==> src/rtl/multdiv_if.sv <==
// Handshake and data bundle for the multicycle multiply/divide unit.
// The control unit drives the master side; multdiv_unit is the slave.
interface multdiv_if #(
    parameter int WIDTH = 32
);
    logic             start;
    logic [1:0]       op;
    logic [WIDTH-1:0] a;
    logic [WIDTH-1:0] b;
    logic             hi_we;
    logic             lo_we;
    logic [WIDTH-1:0] wdata;
    logic [WIDTH-1:0] hi;
    logic [WIDTH-1:0] lo;
    logic             busy;
    logic             done;
    logic             div_zero;

    modport master (
        output start, op, a, b, hi_we, lo_we, wdata,
        input  hi, lo, busy, done, div_zero
    );

    modport slave (
        input  start, op, a, b, hi_we, lo_we, wdata,
        output hi, lo, busy, done, div_zero
    );
endinterface

==> src/rtl/multdiv_unit.sv <==
// Multicycle signed/unsigned multiply and restoring divide owning HI/LO.
// One result bit per cycle on magnitudes, sign fixed up in a final cycle.
module multdiv_unit #(
    parameter int WIDTH = 32
) (
    input  logic      clock,
    input  logic      reset,
    multdiv_if.slave  bus
);
    localparam int CW = $clog2(WIDTH) + 1;

    typedef enum logic [1:0] {IDLE, RUN, FIX} state_e;

    state_e             state_q, state_d;
    logic [1:0]         op_q, op_d;
    logic [2*WIDTH-1:0] acc_q, acc_d;
    logic [WIDTH-1:0]   opb_q, opb_d;
    logic               neg_q, neg_d;
    logic               rneg_q, rneg_d;
    logic               dz_q, dz_d;
    logic [CW-1:0]      cnt_q, cnt_d;
    logic [WIDTH-1:0]   hi_q, hi_d;
    logic [WIDTH-1:0]   lo_q, lo_d;
    logic               busy_q, busy_d;
    logic               done_q, done_d;
    logic               divz_q, divz_d;

    logic               in_sgn, a_neg, b_neg, in_div, in_dz;
    logic [WIDTH-1:0]   a_abs, b_abs;
    logic [WIDTH:0]     mul_sum, div_sh, div_diff;
    logic [2*WIDTH-1:0] mul_next, div_next, prod_fix;
    logic [WIDTH-1:0]   quo_fix, rem_fix;

    // Operand conditioning: magnitudes and sign bookkeeping at accept time
    always_comb begin
        in_sgn = ~bus.op[1];
        in_div = bus.op[0];
        a_neg  = in_sgn & bus.a[WIDTH-1];
        b_neg  = in_sgn & bus.b[WIDTH-1];
        a_abs  = a_neg ? -bus.a : bus.a;
        b_abs  = b_neg ? -bus.b : bus.b;
        in_dz  = in_div && (bus.b == '0);
    end

    // Per-cycle step: shift-add for multiply, restoring step for divide
    always_comb begin
        mul_sum  = {1'b0, acc_q[2*WIDTH-1:WIDTH]}
                 + (acc_q[0] ? {1'b0, opb_q} : '0);
        mul_next = {mul_sum, acc_q[WIDTH-1:1]};
        div_sh   = {acc_q[2*WIDTH-1:WIDTH], acc_q[WIDTH-1]};
        div_diff = div_sh - {1'b0, opb_q};
        div_next = div_diff[WIDTH]
                 ? {div_sh[WIDTH-1:0], acc_q[WIDTH-2:0], 1'b0}
                 : {div_diff[WIDTH-1:0], acc_q[WIDTH-2:0], 1'b1};
        prod_fix = neg_q ? -acc_q : acc_q;
        quo_fix  = neg_q ? -acc_q[WIDTH-1:0] : acc_q[WIDTH-1:0];
        rem_fix  = rneg_q ? -acc_q[2*WIDTH-1:WIDTH]
                          : acc_q[2*WIDTH-1:WIDTH];
    end

    always_ff @(posedge clock) begin
        if (reset) begin
            state_q <= IDLE;
            op_q    <= '0;
            acc_q   <= '0;
            opb_q   <= '0;
            neg_q   <= 1'b0;
            rneg_q  <= 1'b0;
            dz_q    <= 1'b0;
            cnt_q   <= '0;
            hi_q    <= '0;
            lo_q    <= '0;
            busy_q  <= 1'b0;
            done_q  <= 1'b0;
            divz_q  <= 1'b0;
        end else begin
            state_q <= state_d;
            op_q    <= op_d;
            acc_q   <= acc_d;
            opb_q   <= opb_d;
            neg_q   <= neg_d;
            rneg_q  <= rneg_d;
            dz_q    <= dz_d;
            cnt_q   <= cnt_d;
            hi_q    <= hi_d;
            lo_q    <= lo_d;
            busy_q  <= busy_d;
            done_q  <= done_d;
            divz_q  <= divz_d;
        end
    end

    always_comb begin
        state_d = state_q;
        unique case (state_q)
            IDLE:    if (bus.start) state_d = in_dz ? FIX : RUN;
            RUN:     if (cnt_q == CW'(WIDTH - 1)) state_d = FIX;
            FIX:     state_d = IDLE;
            default: state_d = IDLE;
        endcase
    end

    always_comb begin
        op_d   = op_q;
        acc_d  = acc_q;
        opb_d  = opb_q;
        neg_d  = neg_q;
        rneg_d = rneg_q;
        dz_d   = dz_q;
        cnt_d  = cnt_q;
        hi_d   = hi_q;
        lo_d   = lo_q;
        busy_d = busy_q;
        done_d = 1'b0;
        divz_d = divz_q;
        unique case (state_q)
            IDLE: begin
                if (bus.hi_we) hi_d = bus.wdata;
                if (bus.lo_we) lo_d = bus.wdata;
                if (bus.start) begin
                    op_d   = bus.op;
                    acc_d  = {{WIDTH{1'b0}}, in_div ? a_abs : b_abs};
                    opb_d  = in_div ? b_abs : a_abs;
                    neg_d  = a_neg ^ b_neg;
                    rneg_d = a_neg;
                    dz_d   = in_dz;
                    cnt_d  = '0;
                    busy_d = 1'b1;
                    divz_d = 1'b0;
                end
            end
            RUN: begin
                acc_d = op_q[0] ? div_next : mul_next;
                cnt_d = cnt_q + CW'(1);
            end
            FIX: begin
                done_d = 1'b1;
                busy_d = 1'b0;
                if (dz_q) begin
                    divz_d = 1'b1;
                end else if (op_q[0]) begin
                    hi_d = rem_fix;
                    lo_d = quo_fix;
                end else begin
                    {hi_d, lo_d} = prod_fix;
                end
            end
            default: ;
        endcase
    end

    assign bus.hi       = hi_q;
    assign bus.lo       = lo_q;
    assign bus.busy     = busy_q;
    assign bus.done     = done_q;
    assign bus.div_zero = divz_q;
endmodule
==> src/flat_wrapper.sv <==
// flat-port wrapper written by rule: the top's interface ports become plain ports
module multdiv_unit_flat 
#(
    parameter int WIDTH = 32
)
  (clock, reset, bus_start, bus_op, bus_a, bus_b, bus_hi_we, bus_lo_we, bus_wdata, bus_hi, bus_lo, bus_busy, bus_done, bus_div_zero);
  multdiv_if #(.WIDTH(WIDTH)) bus_i ();
  input  logic clock;
  input  logic reset;
  input wire logic [$bits(bus_i.start)-1:0] bus_start;
  input wire logic [$bits(bus_i.op)-1:0] bus_op;
  input wire logic [$bits(bus_i.a)-1:0] bus_a;
  input wire logic [$bits(bus_i.b)-1:0] bus_b;
  input wire logic [$bits(bus_i.hi_we)-1:0] bus_hi_we;
  input wire logic [$bits(bus_i.lo_we)-1:0] bus_lo_we;
  input wire logic [$bits(bus_i.wdata)-1:0] bus_wdata;
  output wire logic [$bits(bus_i.hi)-1:0] bus_hi;
  output wire logic [$bits(bus_i.lo)-1:0] bus_lo;
  output wire logic [$bits(bus_i.busy)-1:0] bus_busy;
  output wire logic [$bits(bus_i.done)-1:0] bus_done;
  output wire logic [$bits(bus_i.div_zero)-1:0] bus_div_zero;
  assign bus_i.start = bus_start;
  assign bus_i.op = bus_op;
  assign bus_i.a = bus_a;
  assign bus_i.b = bus_b;
  assign bus_i.hi_we = bus_hi_we;
  assign bus_i.lo_we = bus_lo_we;
  assign bus_i.wdata = bus_wdata;
  assign bus_hi = bus_i.hi;
  assign bus_lo = bus_i.lo;
  assign bus_busy = bus_i.busy;
  assign bus_done = bus_i.done;
  assign bus_div_zero = bus_i.div_zero;
  multdiv_unit #(.WIDTH(WIDTH)) u_core (.clock(clock), .reset(reset), .bus(bus_i));
endmodule
==> config.mk <==
export PLATFORM = sky130hd
export DESIGN_NAME = multdiv_unit_flat
export DESIGN_NICKNAME = d
export VERILOG_FILES = /design/src/rtl/multdiv_if.sv /design/src/rtl/multdiv_unit.sv /design/src/flat_wrapper.sv
export SDC_FILE = /design/constraint.sdc
export NUM_CORES = 1
export LEC_CHECK = 0
export CAP_MARGIN = 20
export CORE_MARGIN = 3
export CORE_UTILIZATION = 45
export DETAILED_ROUTE_END_ITERATION = 10
export GPL_TIMING_DRIVEN = 0
export HOLD_SLACK_MARGIN = 0.08
export PLACE_DENSITY_LB_ADDON = 0.3
export SYNTH_ARGS = -nofsm -noshare
export SYNTH_HDL_FRONTEND = slang
export SYNTH_SLANG_ARGS = --single-unit
==> constraint.sdc <==
create_clock -name clock -period 3.5 [get_ports clock]
set_clock_uncertainty 0.1 [all_clocks]
set_input_delay 0.7 -clock clock [delete_from_list [all_inputs] [get_ports clock]]
set_output_delay 0.7 -clock clock [all_outputs]
set_load 0.01 [all_outputs]
* After elaboration in Yosys (flattened, before gate mapping)
Index checks and enable logic that the tools add are counted.
Word-level totals: flip-flop bits (word level) 175, bits in latches 0, RAM bits 0, bits in read-only memories 0, bits of input ports 103, output and inout bits 67, memories kept 0
Cells by class: add/sub/neg operators 8, $mul 0, divide/modulo/power cells 0, order comparisons 0, equal/unequal tests 9, shift operators 0, muxes and demuxes 32, bitwise operators 4, reduce and logical (&&, ||, !) cells 12
Operator list (count):
- 2-to-1 mux 32 bit | 13
- 2-to-1 mux 64 bit | 4
- negation 32 bit | 4
- one-hot mux 32 bit (2 select lines) | 2
- one-hot mux 64 bit (2 select lines) | 1
- negation 64 bit | 1
- adder 32 x 33 -> 33 bit | 1
- subtractor 33 x 32 -> 33 bit | 1
- zero test 32 bit | 1
- one-hot mux 6 bit (2 select lines) | 1
- AND reduction 3 bit | 3
- != test 2 bit, second input constant | 4
- AND reduction 2 bit | 4
- adder 6 x 1 -> 6 bit, second input constant | 1
- equality test 6 x 5 -> 1 bit, second input constant | 1
- 2-to-1 mux 2 bit | 3
- 2-to-1 mux 6 bit | 1
- 2-to-1 mux 1 bit | 4
- != test 2 x 1 -> 1 bit, second input constant | 2
- one-hot mux 1 bit (2 select lines) | 2
- one-hot mux 2 bit (2 select lines) | 1
- nonzero test 2 bit | 2
- bitwise AND 1 bit | 2
- equality test 2 x 1 -> 1 bit, second input constant | 1
- other kinds (5) | 5

* Longest topological paths before layout
depth after elaboration 6, depth in mapped cells 14, mapped depth without buffers 13

* Least setup slack after synthesis
OpenSTA, ideal clock, no wires.
path kind input port to flip-flop, from input bus_a[16], to register u_core.acc_q[29], data arrival time 2.988 ns, data required time 3.268 ns, slack 0.280 ns, cell stages on the path 9, cell sequence or4_4 > or4_4 > or4_4 > or2_4 > o31ai_4 > xor2_1 > a21oi_1 > a21oi_1 > nor3_1
Between the ends: longest elaborated chain between the ends 5
Ends and longest elaborated chain:
- start, declared | line flat_wrapper.sv:12 | input wire logic [$bits(bus_i.a)-1:0] bus_a;
- negation 32 bit | line multdiv_unit.sv:40 | a_abs = a_neg ? -bus.a : bus.a;
- 2-to-1 mux 32 bit | line multdiv_unit.sv:40
- 2-to-1 mux 32 bit | line multdiv_unit.sv:122 | acc_d = {{WIDTH{1'b0}}, in_div ? a_abs : b_abs};
- 2-to-1 mux 64 bit | line multdiv_unit.sv:120 | if (bus.start) begin
- one-hot mux 64 bit (2 select lines) | line multdiv_unit.sv:116 | unique case (state_q)
- end signal, assigned | line multdiv_unit.sv:65 | acc_q <= '0;
- end signal, assigned | line multdiv_unit.sv:79 | acc_q <= acc_d;
- end, declared | line multdiv_unit.sv:16 | logic [2*WIDTH-1:0] acc_q, acc_d;
No other way between the ends. The select of a mux whose other input is x is not followed. A chain may end at the register's enable or synchronous reset.

* Final worst setup path
from input bus_b[13], to register u_core.acc_q[24]
Between the ends: longest elaborated chain between the ends 5
Ends and longest elaborated chain:
- start, declared | line flat_wrapper.sv:13 | input wire logic [$bits(bus_i.b)-1:0] bus_b;
- negation 32 bit | line multdiv_unit.sv:41 | b_abs = b_neg ? -bus.b : bus.b;
- 2-to-1 mux 32 bit | line multdiv_unit.sv:41
- 2-to-1 mux 32 bit | line multdiv_unit.sv:122
- 2-to-1 mux 64 bit | line multdiv_unit.sv:120
- one-hot mux 64 bit (2 select lines) | line multdiv_unit.sv:116
No other way between the ends. The select of a mux whose other input is x is not followed.

==> impl_results.md <==
- Final instance area: between 15000 and 20000 um2
- Placeable Area: between 30000 and 40000 um2
- Slew @ Worst Pin: 0.963 ns
- Average cell area after synthesis: between 7 and 8 um2
- Placement Rows: 66
- Largest family of logic cells by synthesized area: compound AO/OA/AOI/OAI gates
- Initial antenna violation count: 0
- Hold-fix buffers, CTS: 0
- Pwr dens: 400 nW/um2
- Die footprint: approximately 36000 um2
- Vias: 17.2k
- Area delta synth->final: 22.2%
- CTS clock-pin slew for the worst setup and hold paths: roughly 0.080 ns
- Synth cell types: between 70 and 80
- Synth Area in Simple Gates: between 20 and 25%
- CTS buffer count: 17
- Ant. Diodes: 0
- Area after DPL: about 17000 um2
- Drt via density: just over 6
- Die X: approximately 190 um
- Crit share post-route: 99.7%
- Synth Area in Adders: under 10%
- CP endpoint kind: flop
- Peak VDD IR: approximately 300 uV
- Int Power: 4.33 mW
- Status: finished clean
- Sw frac: between 40 and 50%
- Leak: roughly 7 nW
- Cells after synthesis: between 2k and 2.5k
- GRT Overall Usage: 32.5%
- H-tree Lvls: 4
- RSZ-0062 raised after global routing: true
- DR iter-0 viols: between 2k and 2.5k
- Final design utilization: about 56%
- Ys async rst share: 0%
- Root Driver: clkbuf_16
- Mux share of post-synthesis cell area: 5.53%
- DRT antenna net count: 0
- Area contributors post-synth: dfxtp_1 (23%), a21oi_1 (7.2%), nor2_1 (6.6%)
- Yosys top cell by area: dfxtp_1
- Gate power share: slightly above 40%
- Min Tclk post-route: approximately 3.5 ns
- DR pass1 iterations: 6
- Post-Synthesis Cell Area: approximately 15000 um2
- Number of flops mapped to enable cells by yosys: 0
- Fmax: about 290 MHz
- CP startpoint kind: input pin
- Sw Pwr: 3.08 mW
- Syn Nets: around 2.3k
- Dpl ws: -0.612 ns
- Synth Area in XOR/XNOR: a little under a tenth
- Fill cells: 3100
- Final hold violation count: 0
- Final worst slack: about 0.011 ns
- Proportion of synthesized chip area in sequential cells: 23.1%
- Final slew viol count: 0
- Synth warn: 0
- Total grt overflow: 0
- Die Ht: around 190 um
- Clock Latency Late Sink: 0.46 ns
- Placer Congestion: 1.02
- Sequential Power Share: between 30% and 40%
- Worst Hold Slack: ~0.36 ns
- # nets final: between 2k and 2.5k
- DRC viols: 0
- Pin count of the biggest net entering global routing: 21
- IO Port Bufs: between 150 and 200
- Ys flop type: dfxtp_1
- Setup TNS: 0 ns
- Number of global-route vias before repair: between 15k and 20k
- Crit-path max FO: 4
- Worst hold-check path type: flop to flop
- CP arrival: around 3.8 ns
- Detailed placement HPWL: slightly below 50000 um
- Drt total wl: between 60000 and 70000 um
- Slew HR: a little over a third
- I/O pins: 170
- Sink Count: 175
- Worst setup path category: input pin to flop
- Layout cells sized above 1: 7.56%
- Initial Util: approximately 46%
- Post-synthesis compound-gate area fraction: 27.9%
- Clock power frac: approximately 27%
- CTS tree: done
- Critical Path RT: ~3.8 ns
- Max-cap violations: 0
- WL per Instance: approximately 22 um
- Maximum clock path buffer count: 2
- Final setup vio count: 0
- Number of synthesized register bits: between 150 and 200
- Synth top area share: approximately 23%
- First-pass GRT wire length: 91500 um
[layer usage]
layer / wire length [um] / vias to the layer above / track usage (%)
li1: - / 7999 / -
met1: 26000 / 7940 / 45.1
met2: 25800 / 1073 / 49.5
met3: 6180 / 154 / 5.07
met4: 3280 / 0 / 15.2
met5: 0 / - / 0
[cell usage in the layout, fill, tap and decap left out, types with 17 or more instances in the layout]
cell	synthesis	final
or3_1	24	22
clkdlybuf4s50_1	0	164
o21ai_0	127	118
ha_1	69	65
o211ai_1	32	32
nor2_1	268	268
a211oi_1	67	63
a21o_1	27	27
a311oi_1	23	23
nand3_1	30	28
buf_4	2	22
dfxtp_1	175	161
mux2i_1	77	75
nand2_1	203	202
clkbuf_1	117	103
xnor2_1	101	101
clkbuf_16	0	17
a22oi_1	28	28
nor3_1	68	66
xor2_1	65	63
o31ai_1	26	24
a21oi_1	218	209
inv_1	62	60
[cell type report]
type / count / area [um2] / share of cell area [%]
clock buffer: 17 / 425 / 2.30
clock inverter: 15 / 185 / 1.00
tap: 442 / 553 / 2.99
buffer: 130 / 536 / 2.89
inverter: 63 / 240 / 1.30
multi-input combinational: 1725 / 11200 / 60.4
timing repair buffer: 190 / 1870 / 10.1
sequential: 175 / 3530 / 19.1
[what timing repair did]
action	CTS	global route
pin swaps	3	14
resized for setup	39	69
setup buffers	5	14
endpoints found under the setup margin	60	63
[stage by stage]
stage / std cells / power (mW)
after floorplan: 2100 / 4.19
after global placement: 2711 / 5.19
after detailed placement: 2713 / 5.24
after CTS: 2748 / 7.23
after global routing: 2757 / 7.72
final: 2757 / 7.41
[worst max-delay path, cell delays in order]
cell	delay [ns]
clkdlybuf4s50_1	0.50
or4_4	0.57
or4_4	0.47
nor4_2	0.44
a21oi_1	0.15
xor2_1	0.25
nor2_1	0.07
a21oi_1	0.31
a21oi_1	0.12
nor3_1	0.18
[power groups by stage]
| stage | clock network, mW | registers, mW | logic, mW |
|---|---|---|---|
| 6_report | 1.99 | 2.39 | 3.03 |
| 5_1_grt | 2.07 | 2.40 | 3.25 |
| 4_1_cts | 2.00 | 2.38 | 2.86 |
| 3_5_place_dp | 0 | 2.42 | 2.82 |
| 3_3_place_gp | 0 | 2.42 | 2.78 |
| 2_1_floorplan | 0 | 2.37 | 1.82 |
[flip-flops by register name, indices dropped and copies added, names as in the netlist]
name,flops
u_core.bus.div_zero,1
u_core.state_q,2
u_core.cnt_q,6
u_core.bus.hi,32
u_core.neg_q,1
u_core.bus.busy,1
u_core.dz_q,1
u_core.bus.lo,32
u_core.bus.done,1
u_core.opb_q,32
u_core.acc_q,64
u_core.op_q,1
u_core.rneg_q,1
[logic make-up (layout without fill, tap and decap cells)]
kind of cell	Yosys count	in the layout
AO/OA/AOI/OAI	661	661
XOR/XNOR	166	166
adder cells (fa/ha/maj)	71	71
buffers and inverters	200	415
flip-flops	175	175
multiplexers	83	83
AND/OR/NAND/NOR	744	744
[cell usage after synthesis (26+ instances only)]
cell,n
nand3_1,30
nor3_1,68
o21ai_0,127
o211ai_1,32
nand2_1,203
xor2_1,65
o31ai_1,26
xnor2_1,101
clkbuf_1,117
nor2_1,268
dfxtp_1,175
inv_1,62
mux2i_1,77
a22oi_1,28
a21oi_1,218
a211oi_1,67
a21o_1,27
ha_1,69
[path summary, 6_finish.rpt]
path / slack, ns / end / start / depth (start not counted)
setup / recovery: 0.01 / u_core.acc_q[24] / bus_b[13] / 10
hold / removal: 0.36 / u_core.opb_q[12] / u_core.opb_q[12] / 2
setup reg to reg: 0.05 / u_core.acc_q[37] / u_core.acc_q[31] / 13
hold reg to reg: 0.36 / u_core.opb_q[12] / u_core.opb_q[12] / 2
(Power assumes the default switching activity.)
